`config.mk`:
```
export PLATFORM = sky130hd
export DESIGN_NAME = mux4_arbiter
export DESIGN_NICKNAME = d
export VERILOG_FILES = /design/src/rtl/mux4_arbiter.sv
export SDC_FILE = /design/constraint.sdc
export NUM_CORES = 1
export LEC_CHECK = 0
export ABC_AREA = 1
export BUFFER_PORTS_ARGS = -buffer_cell sky130_fd_sc_hd__buf_2
export CAP_MARGIN = 20
export CORE_ASPECT_RATIO = 1.25
export CORE_MARGIN = 2
export CORE_UTILIZATION = 42
export CTS_CLUSTER_SIZE = 16
export DETAILED_ROUTE_END_ITERATION = 8
export GPL_TIMING_DRIVEN = 0
export PLACE_DENSITY = 0.84
export SLEW_MARGIN = 20
export SYNTH_ARGS = -nofsm -noshare
export SYNTH_HDL_FRONTEND = slang
export SYNTH_SLANG_ARGS = --single-unit
```
`constraint.sdc`:
```
create_clock -name CLK -period 2.7 [get_ports CLK]
set_input_delay 0.135 -clock CLK [delete_from_list [all_inputs] [get_ports CLK]]
set_output_delay 0.135 -clock CLK [all_outputs]
set_load 0.05 [all_outputs]
```
`src/rtl/mux4_arbiter.sv`:
```
// Round-robin arbiter for a shared 4:1 word mux. Grants one requester at a time,
// drives the select and presents the selected word over a valid/ready handshake.
module mux4_arbiter #(
  parameter int WIDTH     = 32,
  parameter int MAX_BEATS = 4
) (
  input  logic             CLK,
  input  logic             RST_N,
  input  logic [3:0]       REQ,
  input  logic [3:0]       LOCK,
  input  logic [WIDTH-1:0] DIN0,
  input  logic [WIDTH-1:0] DIN1,
  input  logic [WIDTH-1:0] DIN2,
  input  logic [WIDTH-1:0] DIN3,
  input  logic             READY,
  output logic [3:0]       GNT,
  output logic [1:0]       SEL,
  output logic             VALID,
  output logic [WIDTH-1:0] DOUT
);

  localparam int BW = $clog2(MAX_BEATS + 1);

  typedef enum logic {IDLE, GRANT} state_t;

  state_t        state_q;
  logic [1:0]    ptr_q;
  logic [1:0]    sel_q;
  logic [3:0]    gnt_q;
  logic          vld_q;
  logic [BW-1:0] beats_q;

  logic [1:0]    rel_ptr;
  logic [2:0]    idle_pick;
  logic [2:0]    rel_pick;
  logic          burst_more;

  // Returns {found, index} of the first set request starting at ptr.
  function automatic logic [2:0] rr_pick(input logic [3:0] req, input logic [1:0] ptr);
    logic [2:0] res;
    logic [1:0] idx;
    res = 3'b000;
    for (int i = 3; i >= 0; i--) begin
      idx = ptr + 2'(i);
      if (req[idx]) res = {1'b1, idx};
    end
    return res;
  endfunction

  assign rel_ptr    = sel_q + 2'd1;
  assign idle_pick  = rr_pick(REQ, ptr_q);
  assign rel_pick   = rr_pick(REQ, rel_ptr);
  assign burst_more = LOCK[sel_q] && REQ[sel_q] && ((int'(beats_q) + 1) < MAX_BEATS);

  always_ff @(posedge CLK or negedge RST_N) begin
    if (!RST_N) begin
      state_q <= IDLE;
      ptr_q   <= 2'd0;
      sel_q   <= 2'd0;
      gnt_q   <= 4'b0000;
      vld_q   <= 1'b0;
      beats_q <= '0;
    end else begin
      case (state_q)
        IDLE: begin
          if (idle_pick[2]) begin
            state_q <= GRANT;
            sel_q   <= idle_pick[1:0];
            gnt_q   <= 4'b0001 << idle_pick[1:0];
            vld_q   <= 1'b1;
            beats_q <= '0;
          end
        end
        GRANT: begin
          if (READY && burst_more) begin
            beats_q <= beats_q + 1'b1;
          end else if (READY || !REQ[sel_q]) begin
            // Release: the old owner rotates to lowest priority; hand off with no bubble.
            ptr_q   <= rel_ptr;
            beats_q <= '0;
            if (rel_pick[2]) begin
              sel_q <= rel_pick[1:0];
              gnt_q <= 4'b0001 << rel_pick[1:0];
            end else begin
              state_q <= IDLE;
              sel_q   <= 2'd0;
              gnt_q   <= 4'b0000;
              vld_q   <= 1'b0;
            end
          end
        end
        default: state_q <= IDLE;
      endcase
    end
  end

  assign GNT   = gnt_q;
  assign SEL   = sel_q;
  assign VALID = vld_q;

  always_comb begin
    DOUT = '0;
    if (vld_q) begin
      case (sel_q)
        2'd0: DOUT = DIN0;
        2'd1: DOUT = DIN1;
        2'd2: DOUT = DIN2;
        default: DOUT = DIN3;
      endcase
    end
  end

endmodule

```
Word-level counts from Yosys, hierarchy flattened
Index checks and enable logic that the tools add are counted.
{"block": "word_totals", "word_cells": 100, "input_bits": 139, "ff_bits": 13}
{"block": "op_classes", "n_bitwise": 2, "n_lt_le_gt_ge": 10, "reduce_logical": 10, "eq_ne": 7, "mux": 54, "addsub": 9, "shift": 2}
{"op": "32-bit one-hot mux with 3 select lines", "count": 1}
{"op": "3-bit two-way mux", "count": 11}
{"op": "32-bit two-way mux", "count": 1}
{"op": "2-bit by 3-bit less-than comparator with 1-bit output (second input constant)", "count": 9}
{"op": "1-bit binary-select mux with 2-bit select", "count": 10}
{"op": "1-bit two-way mux", "count": 18}
{"op": "4-bit two-way mux", "count": 4}
{"op": "2-bit adder (second input constant)", "count": 4}
{"op": "2-bit two-way mux", "count": 4}
{"op": "4-bit one-hot mux with 2 select lines", "count": 1}
{"op": "1-bit by 2-bit left shift with 4-bit output (first input constant)", "count": 2}
{"op": "2-bit by 1-bit adder with 2-bit output (second input constant)", "count": 3}
{"op": "2-bit != test (second input constant)", "count": 3}
{"op": "3-bit one-hot mux with 2 select lines", "count": 1}
{"op": "3-bit AND reduction", "count": 2}
{"op": "3-bit by 1-bit adder with 4-bit output (second input constant)", "count": 1}
{"op": "4-bit by 3-bit less-than comparator with 1-bit output (second input constant)", "count": 1}
{"op": "1-bit one-hot mux with 2 select lines", "count": 2}
{"op": "2-bit one-hot mux with 2 select lines", "count": 1}
{"op": "4-bit AND reduction", "count": 1}
{"op": "3-bit by 1-bit adder with 3-bit output (second input constant)", "count": 1}
{"op": "1-bit logical AND", "count": 3}
{"op": "3-bit by 1-bit != test with 1-bit output (second input constant)", "count": 1}
{"op": "2-bit by 1-bit == test with 1-bit output (second input constant)", "count": 1}
{"op": "other kinds (7)", "count": 8}

Longest topological paths before layout
{"block": "logic_depth", "word_depth": 13, "ltp_mapped": 16, "ltp_nobuf": 15}

Worst setup path after synthesis
No wires, ideal clock.
{"block": "synth_timing", "path_kind": "flip-flop to output port", "startpoint": "reg sel_q[0], in the netlist SEL[0]", "endpoint": "out DOUT[10]", "t_arrival_ns": 2.329, "required_ns": 2.565, "path_slack_ns": 0.236, "stages_incl_launch_ff": 7, "path_cell_list": "dfrtp_1 -> inv_2 -> buf_6 -> ha_1 -> clkbuf_1 -> nand2_1 -> a31oi_1"}
{"block": "synth_between", "elab_chain_cells": 3}
{"element": "from (decl)", "line_no": "28", "source": "logic [1:0] sel_q;"}
{"element": "from (signal assigned)", "line_no": "68", "source": "sel_q <= idle_pick[1:0];"}
{"element": "from (signal assigned)", "line_no": "82", "source": "sel_q <= rel_pick[1:0];"}
{"element": "2-bit == test, or another cell as far along", "line_no": "104", "source": "case (sel_q)"}
{"element": "32-bit one-hot mux with 3 select lines *", "line_no": "104"}
{"element": "32-bit two-way mux *", "line_no": "103", "source": "if (vld_q) begin"}
{"element": "to (decl)", "line_no": "19", "source": "output logic [WIDTH-1:0] DOUT"}
Every way passes the cells marked *; elsewhere a longest branch is shown, timed or not.

Worst setup path in the final report
{"block": "layout_timing", "startpoint": "reg sel_q[1], in the netlist SEL[1]", "endpoint": "out DOUT[29]"}
Same word-level chain as after synthesis.

==> impl_metrics.tcl <==
set metrics [dict create \
    insertion_delay_ns 0.25 \
    final_util_pct 65.02 \
    io_pins 178 \
    critPathMaxFanout 10 \
    cts_tree "yes" \
    path_buf_inv 4 \
    synth_edf_count 0 \
    grt_max_degree 14 \
    p_leak_uw 0.001714 \
    worstSetupPathType "flip-flop to output port" \
    fin_area_um2 3098 \
    nets 699 \
    synth_area_leaders "nand2_1 26%, dfrtp_1 16%, a31oi_1 9.6%" \
    worst_ep_required_time_ns 2.57 \
    place_hpwl_um 6842 \
    routed_via_density 5.363 \
    synth_top_area_share_pct 26.17 \
    cpMaxStageDelayCell "dfrtp_1" \
    area_growth_syn_to_layout_pct 48.98 \
    outcome "finished clean" \
    post-route-period-util_pct 89.33 \
    crit_path_max_incr_delay_ns 0.49 \
    wl_um 8481 \
    cp_cell_sequence "ha_1 > clkbuf_1 > inv_1 > clkbuf_1 > o21ai_0 > a31oi_1 > buf_2" \
    ys_types 31 \
    setup_tns_ns 0 \
    drt_iter0_drc 167 \
    fp-row-count 28 \
    hold_viol_final 0 \
    initial_core_util_pct 43.64 \
    power_frac_comb_pct 88.5 \
    globalplace.congestion 0.9775 \
    grt-ovfl-total 0 \
    p_int_uw 1545 \
    dieArea_um2 5534 \
    worstMarginPinSlew_ns 0.4657 \
    numCtsBuffers 3 \
    core_area_um2 4765 \
    grt_pass1_vias 2836 \
    maxCapViolations 0 \
    max_freq_mhz 414.6 \
    relSlewSlack_pct 68.95 \
    p_switching_uw 3302 \
    grt_pass1_wl_um 12120 \
    multiInputGateArea_um2 1574 \
    ys_ff_latch 13 \
    yosys.area.top_type "nand2_1" \
    finalSetupViolations 0 \
    synthesis.area_um2 2079 \
    slew_violations 0 \
    crit_family "buffers and inverters" \
    switching_share_pct 68.13 \
    fillers 484 \
    ir_drop_mv 0.8595 \
    yosysSeqAreaShare_pct 15.64 \
    critPathLaunchType "flip-flop" \
    power_density_nw_per_um2 1565 \
    h-tree-depth 1 \
    ys_async_sr_fraction_pct 100.0 \
    dpl_cell_area_um2 3040 \
    synth-main-ff-cell "dfrtp_1" \
    fin_crit_ns 2.412 \
    antenna_found_initial 1 \
    synth_area_per_cell_um2 5.590 \
    clock_skew_ns 0.001112 \
    grtUsageTotal_pct 27.93 \
    p_seq_share_pct 7.8 \
    cts.clk_slew.worst_paths_ns 0.06 \
    dpl.cell_count 609 \
    ff_latch_area_um2 325.3 \
    power.total_uw 4847 \
    die_w_um 66.94 \
    stdcell_count 615 \
    synth_cells 372 \
    cts.sinks 13 \
    drive_gt1_share_pct 38.27 \
    chipHeight_um 82.67 \
    ant_nets 0 \
    wl_per_cell_um 13.79 \
    clockBufferDepth 2 \
    ctsResizeCount 0 \
    power.share.clock_pct 3.7 \
    yosysWarningCount 0 \
    drc 0 \
    io_buffers 177 \
    syn_nets 516 \
    crit_arrival_ns 2.28 \
    hp-class "primary input to flip-flop" \
    vias 3298 \
    cts_root_buffer "clkbuf_8" \
    drt_pre_antenna_iters 4 \
    rsz0062_at_grt "false" \
    cpMostUsedCell "clkbuf_1" \
    worstSetupEndpointType "output port" \
]
[placed cells by master, fill, tap and decap left out, drive strengths merged]
master / count
nand3b: 1
a21boi: 1
clkbuf: 23
nor2: 15
diode: 1
a31oi: 32
a22o: 1
nand3: 21
buf: 181
o22ai: 1
dfrtp: 13
nand2: 158
a21oi: 34
ha: 5
inv: 20
o21ai: 42
nand4: 3
o31ai: 1
o211ai: 1
dlygate4sd3: 1
[power groups by stage]
stage	sequential [µW]	clock (µW)	combinational, µW
2_1_floorplan	507	0	3140
3_3_place_gp	377	0	4170
3_5_place_dp	380	0	4230
4_1_cts	377	178	4260
5_1_grt	388	187	4660
6_report	377	179	4290
[cells in the mapped netlist (2+ instances only)]
master	instances
inv_2	2
nor2_4	2
nand3_2	4
nand2_1	145
nor2_2	2
nand4_1	3
nor2_1	10
dfrtp_1	13
a31oi_1	32
o21ai_1	3
buf_4	2
ha_1	5
a21oi_1	33
nand2_2	10
clkbuf_1	19
o21ai_0	38
nand2_4	3
inv_1	17
nand3_1	17
[metal layers]
| metal | global-route usage (%) | wire (µm) | up-vias |
|---|---|---|---|
| met5 | 0 | 0 | - |
| met4 | 8.163 | 148 | 0 |
| met3 | 6.640 | 903 | 21 |
| met2 | 49.90 | 4190 | 172 |
| met1 | 33.00 | 3239 | 1477 |
| li1 | - | - | 1628 |
[state kept, by name, indices dropped and copies added (netlist names)]
name,flops
beats_q,3
VALID,1
ptr_q,2
SEL,2
state_q,1
GNT,4
[stage by stage]
stage	hold slack [ns]	setup WS, ns
2_1_floorplan	-0.1606	0.2359
3_3_place_gp	0.03234	0.5830
3_5_place_dp	0.03912	0.5706
4_1_cts	0.2906	0.3229
5_1_grt	0.3064	0.1433
6_report	0.2864	0.2882
[cells by family after synthesis]
kind of cell | after synthesis | synth area share (%)
buffers and inverters | 43 | 8.664
AND/OR/NAND/NOR | 198 | 42.54
flip-flops | 13 | 15.64
AO/OA/AOI/OAI | 113 | 30.14
adder cells (fa/ha/maj) | 5 | 3.008
[what timing repair did]
action / in CTS / in global routing
endpoints found under the hold margin: 13 / 0
buffers inserted: 0 / 0
hold buffers: 1 / 0
[worst min-delay path, stage by stage]
cell,delay [ns]
buf_2,0.11
nor2_2,0.04
nand2_1,0.11
a21boi_0,0.10
[final timing paths]
path                                     from                     end  slack [ns]  cells past startpoint
setup reg to reg           SEL[1]$_DFFE_PN0P_      GNT[1]$_DFFE_PN0P_        0.52                     15
hold reg to reg            GNT[1]$_DFFE_PN0P_      GNT[1]$_DFFE_PN0P_        0.49                      2
min in group asynchronous               RST_N      GNT[2]$_DFFE_PN0P_        0.30                      2
max in group asynchronous               RST_N      SEL[1]$_DFFE_PN0P_        2.17                      2
setup / recovery           SEL[1]$_DFFE_PN0P_                DOUT[29]        0.29                      7
hold / removal                          READY  beats_q[2]$_DFFE_PN0P_        0.29                      4
[layout make-up]
class,count,share of cell area [%]
diodes,1,0.08078
plain buffers,23,3.312
clock buffers,4,1.454
inverters,20,2.504
multi-input cells,316,50.81
flip-flops and latches,13,10.50
well taps,60,2.423
repair buffers,178,28.92
Note: power is estimated with default switching activity, not from simulation.
